<file path="src/rtl/cpu_pkg.sv">
// Shared definitions for the 16-bit CPU core: sequencer state encodings,
// instruction field positions and the default reset PC.
package cpu_pkg;

   localparam int WORD_W = 16;
   localparam int STATE_W = 3;

   localparam logic [STATE_W-1:0] ST_IDLE    = 3'd0;
   localparam logic [STATE_W-1:0] ST_FETCH   = 3'd1;
   localparam logic [STATE_W-1:0] ST_DECODE  = 3'd2;
   localparam logic [STATE_W-1:0] ST_EXECUTE = 3'd3;
   localparam logic [STATE_W-1:0] ST_RESOLVE = 3'd4;
   localparam logic [STATE_W-1:0] ST_MEMWAIT = 3'd5;

   localparam int TYPE_BIT  = 15;
   localparam int MDEST_BIT = 12;

   localparam logic [WORD_W-1:0] RESET_PC_DEFAULT = 16'h0000;

   // A-instructions carry the type bit set; they never write memory.
   function automatic logic is_a_instr(input logic [WORD_W-1:0] instr);
      return instr[TYPE_BIT];
   endfunction

   function automatic logic is_m_write(input logic [WORD_W-1:0] instr);
      return !instr[TYPE_BIT] && instr[MDEST_BIT];
   endfunction

endpackage

</file>
<file path="src/rtl/cpu_sequencer.sv">
// Fetch/decode/execute/resolve sequencer with PC and retire counter.
// Optional single-step input enabled by defining CPU_SEQ_STEP_EN.
module cpu_sequencer
   import cpu_pkg::*;
#(
   parameter logic [WORD_W-1:0] RESET_PC = RESET_PC_DEFAULT
) (
   input  logic               clk,
   input  logic               rst,
   input  logic               run,
`ifdef CPU_SEQ_STEP_EN
   input  logic               step,
`endif
   output logic               imem_req,
   output logic [WORD_W-1:0]  imem_addr,
   input  logic               imem_ack,
   input  logic [WORD_W-1:0]  imem_rdata,
   output logic [WORD_W-1:0]  ir,
   output logic               reg_commit,
   input  logic               set_pc,
   input  logic [WORD_W-1:0]  reg_a_in,
   output logic               dmem_wr_req,
   input  logic               dmem_ack,
   output logic [WORD_W-1:0]  pc,
   output logic [WORD_W-1:0]  retired,
   output logic               halted,
   output logic [STATE_W-1:0] state
);

   logic [STATE_W-1:0] state_nxt;
   logic [WORD_W-1:0]  jump_target;
   logic               take_jump;
   logic               leave_idle;
   logic               m_write;
   logic               retire;
   logic               jump_now;

   function automatic logic [WORD_W-1:0] next_pc(input logic jump,
                                                 input logic [WORD_W-1:0] target,
                                                 input logic [WORD_W-1:0] cur);
      return jump ? target : cur + 16'd1;
   endfunction

`ifdef CPU_SEQ_STEP_EN
   // run outranks step; both only matter while idle.
   assign leave_idle = run | step;
`else
   assign leave_idle = run;
`endif

   assign m_write = is_m_write(ir);

   // In RESOLVE the jump decision arrives directly from the control unit;
   // by MEMWAIT it has been captured into take_jump.
   assign jump_now = (state == ST_RESOLVE) ? set_pc : take_jump;

   assign retire = ((state == ST_RESOLVE) && !m_write) ||
                   ((state == ST_MEMWAIT) && dmem_ack);

   assign imem_addr = pc;

   always_ff @(posedge clk or posedge rst) begin
      if (rst) begin
         state <= ST_IDLE;
      end else begin
         state <= state_nxt;
      end
   end

   always_comb begin
      state_nxt = state;
      case (state)
         ST_IDLE:    if (leave_idle) state_nxt = ST_FETCH;
         ST_FETCH:   if (imem_ack) state_nxt = ST_DECODE;
         ST_DECODE:  state_nxt = ST_EXECUTE;
         ST_EXECUTE: state_nxt = ST_RESOLVE;
         ST_RESOLVE: begin
            if (m_write) state_nxt = ST_MEMWAIT;
            else         state_nxt = run ? ST_FETCH : ST_IDLE;
         end
         ST_MEMWAIT: if (dmem_ack) state_nxt = run ? ST_FETCH : ST_IDLE;
         default:    state_nxt = ST_IDLE;
      endcase
   end

   always_comb begin
      imem_req    = (state == ST_FETCH);
      reg_commit  = (state == ST_EXECUTE);
      dmem_wr_req = (state == ST_MEMWAIT);
      halted      = (state == ST_IDLE);
   end

   always_ff @(posedge clk or posedge rst) begin
      if (rst) begin
         ir        <= '0;
         pc        <= RESET_PC;
         retired   <= '0;
         take_jump <= 1'b0;
      end else begin
         if ((state == ST_FETCH) && imem_ack) ir <= imem_rdata;
         if (state == ST_RESOLVE) take_jump <= set_pc;
         if (retire) begin
            pc      <= next_pc(jump_now, jump_target, pc);
            retired <= retired + 16'd1;
         end
      end
   end

   // Jump target is pure data: captured while the control unit decodes.
   always_ff @(posedge clk) begin
      if (state == ST_DECODE) jump_target <= reg_a_in;
   end

endmodule
</file>
<file path="config.mk">
export PLATFORM = sky130hd
export DESIGN_NAME = cpu_sequencer
export DESIGN_NICKNAME = d
export VERILOG_FILES = /design/src/rtl/cpu_pkg.sv /design/src/rtl/cpu_sequencer.sv
export SDC_FILE = /design/constraint.sdc
export NUM_CORES = 1
export LEC_CHECK = 0
export CAP_MARGIN = 20
export CORE_ASPECT_RATIO = 0.7
export CORE_UTILIZATION = 30
export DETAILED_ROUTE_END_ITERATION = 7
export DONT_BUFFER_PORTS = 1
export GPL_TIMING_DRIVEN = 0
export SYNTH_ARGS = -nofsm -noshare
export SYNTH_HDL_FRONTEND = slang
export SYNTH_SLANG_ARGS = --single-unit
</file>
<file path="constraint.sdc">
create_clock -name clk -period 5.9 [get_ports clk]
set_input_delay 1.18 -clock clk [delete_from_list [all_inputs] [get_ports clk]]
set_output_delay 1.18 -clock clk [all_outputs]
set_load 0.05 [all_outputs]
</file>
==> results of run 1 <==
state kept, by name (all words and copies together), names as in the netlist:
register,count
imem_addr,16
take_jump,1
ir,16
state,3
retired,16
jump_target,16
layout by cell type, fill, tap and decap left out, types with 2 or more instances in the layout:
master / instances
dfrtp_1: 52
nand2_1: 19
buf_4: 18
edfxtp_1: 16
mux2_1: 15
nand4_1: 12
mux2i_1: 12
xnor2_1: 11
a21oi_1: 9
clkbuf_16: 9
inv_1: 8
nand3_1: 8
o21ai_0: 7
and4_1: 7
nor3_1: 7
buf_6: 6
a2bb2oi_1: 6
nor4_1: 6
buf_2: 5
and3_1: 4
xor2_1: 4
nor2_1: 4
o2bb2ai_1: 3
clkinv_1: 3
nor3b_2: 2
nand2b_1: 2
nand3b_1: 2
nand3_4: 2
or4_1: 2
ha_1: 2
bufinv_16: 2
cell families after synthesis:
group,Yosys count
fa+ha+maj,2
simple gates,89
mux,28
compound gates,37
buf+inv,39
flops,68
xor+xnor,15
worst max path at each step:
stage,end,slack (ns),depth (start not counted)
after global routing,reg_commit,2.61,3
after floorplan,halted,2.84,2
after global placement,jump_target[7],2.50,2
after detailed placement,reg_commit,3.01,3
final,reg_commit,2.67,3
after CTS,reg_commit,2.65,3
routing by layer:
metal,share of wire,track usage,vias to the layer above
met3,0.094,0.0681,8
met4,0.0099,0.0441,0
li1,-,-,1043
met1,0.46,0.178,1082
met2,0.44,0.202,115
met5,0,0,-
area by class of cell:
| type | count | area (um^2) | share of cell area |
|---|---|---|---|
| tap | 148 | 185 | 0.0476 |
| timing repair buffer | 2 | 35.0 | 0.00901 |
| inverter | 10 | 40.0 | 0.0103 |
| multi-input combinational | 171 | 1310 | 0.337 |
| buffer | 29 | 228 | 0.0586 |
| sequential | 68 | 1780 | 0.458 |
| clock buffer | 10 | 229 | 0.0589 |
| clock inverter | 6 | 78.8 | 0.0203 |
per-stage QoR:
stage               area, um^2  instances
floorplan                 3350        278
global placement          3540        426
detailed placement        3580        428
CTS                       3890        444
global route              3890        444
finish                    3890        444
worst max-delay path, stage by stage, from the launching register on:
cell and delay [ns]:
dfrtp_1 0.69, buf_6 0.23, nand2_1 0.06, nor2_1 0.73
==> flow_summary.toml, run 1 <==
[grt]
grt_max_degree = 34
grt_pass1_wl_um = 12100
gr-total-overflow = 0
grt_pass1_vias = 2287
antenna_found_initial = 0
grtUsageTotal = 0.139

[critical_path]
end_kind = "output pin"
cp-startpoint = "state[0]"
reg2reg_to = "ir[4]"
r2r_slack_ns = 3.18
crit_required_ns = 4.72
rr_startpoint = "state[2]"
path_class = "reg2out"
cp.arrival_ns = 2.05
startpoint_type = "flip-flop"
r2r_cells = 6
crit_path_max_fanout = 10

[logic_synthesis]
synth_ff_type = "dfrtp_1"
synthArstFlopShare = 0.765
synth_area_leader_cell = "dfrtp_1"
synth_seq_cells = 68
synth_cells = 278
muxShareOfSynthArea = 0.0930
yosys-top-cells-count = "52 x dfrtp_1, 19 x nand2_1, 18 x buf_4, 16 x edfxtp_1, 15 x mux2_1"
netlist_top_cells_area = "dfrtp_1 39%, edfxtp_1 14%, mux2_1 5.0%, buf_4 4.0%, mux2i_1 3.6%"
synth.most_common_cell = "dfrtp_1"
netlist-cell-type-count = 53
synthesis.nets = 318
syn-cell-area_um2 = 3350
yosys_warnings = 0
syn_area_per_cell_um2 = 12.1
synth_compound_area_frac = 0.0765
yosysSeqAreaShare = 0.532
synthXorXnorAreaFrac = 0.0392
synth_edf_count = 16
synthSimpleGateAreaFrac = 0.172
synth_top_family_by_area = "simple AND/OR/NAND/NOR gates"
yosysTopAreaCellShare = 0.388
synthAdderAreaFrac = 0.00747

[sta]
grt_setup_unrepaired = "no"
tightest_slew_ns = 0.972
tns_ns = 0
hold-worst-slack_ns = 0.508
finalCriticalPeriod_ns = 3.23
fin_crit_sh = 0.547
layout_setup_ws_ns = 2.67
hold_viol = 0
relSlewSlack = 0.350
fmax_ghz = 0.310
setup_viol = 0
maxSlewViolCount = 0
fin_worst_skew_ns = 0.0107

[clock_network]
numCtsBuffers = 9
clk_pin_slew_worst_paths_ns = 0.06
cts_tree = "yes"
clk_latency_ns = 0.33
cts_root_buffer = "clkbuf_16"
numClockSinks = 68
cts.hold.buffers_added = 0
cts_resized = 0
cts_buffer_depth = 2
post_cts_buffers = 0
cts_max_level = 3

[floorplan]
initial_core_util = 0.316
ioPinCount = 109
dieArea_um2 = 11600
die-width_um = 128
fp.dieH_um = 90.4
rows = 31
core-area_um2 = 10600

[routing]
drc_errors = 0
dr.pass1.iters = 4
routed_via_density = 5.06
wl_um = 7600
postRouteAntennaNets = 0
wl_per_cell_um = 17.1
vias = 2248
drt-initial-drc-count = 100

[final_layout]
nFillCells = 1056
syn_to_final_growth_pct = 16.1
drive_above_1_share = 0.196
insertedDiodeCount = 0
finalNetCount = 331
fin_util = 0.367

[worst_hold_path]
holdPathStages = 1
worstHoldEndpoint = "imem_addr[0]"
hp-class = "reg2reg"
min_from = "jump_target[0]"

[placed_design]
place_ws_ns = 3.01
io_buffers = 0
place.gp.congestion = 0.763
hpwl_um = 5480

[job]
drv_cap = 0

[outcome]
status = "completed"
Power of run 1 is left out: the tool's default activity adds up to more than one toggle a clock period on the data nets, which glitch-free logic cannot reach.
==> run 2: changes to the inputs <==
==> constraint.sdc (replaced) <==
create_clock -name clk -period 3.1 [get_ports clk]
set_input_delay 0.62 -clock clk [delete_from_list [all_inputs] [get_ports clk]]
set_output_delay 0.62 -clock clk [all_outputs]
set_load 0.05 [all_outputs]
==> results of run 2 <==
Same layout as run 1 (identical final DEF). Status: completed.
Among the figures that moved: setup slack after placement 3.01 ns -> 0.343 ns; setup slack after layout 2.67 ns -> 0.377 ns; hold slack 0.508 ns -> 0.178 ns; start point of the critical path state[0] -> state[2]; end point of the critical path reg_commit -> ir[4]; register-to-register setup slack 3.18 ns -> 0.38 ns
Power of run 2 is left out for the same reason.
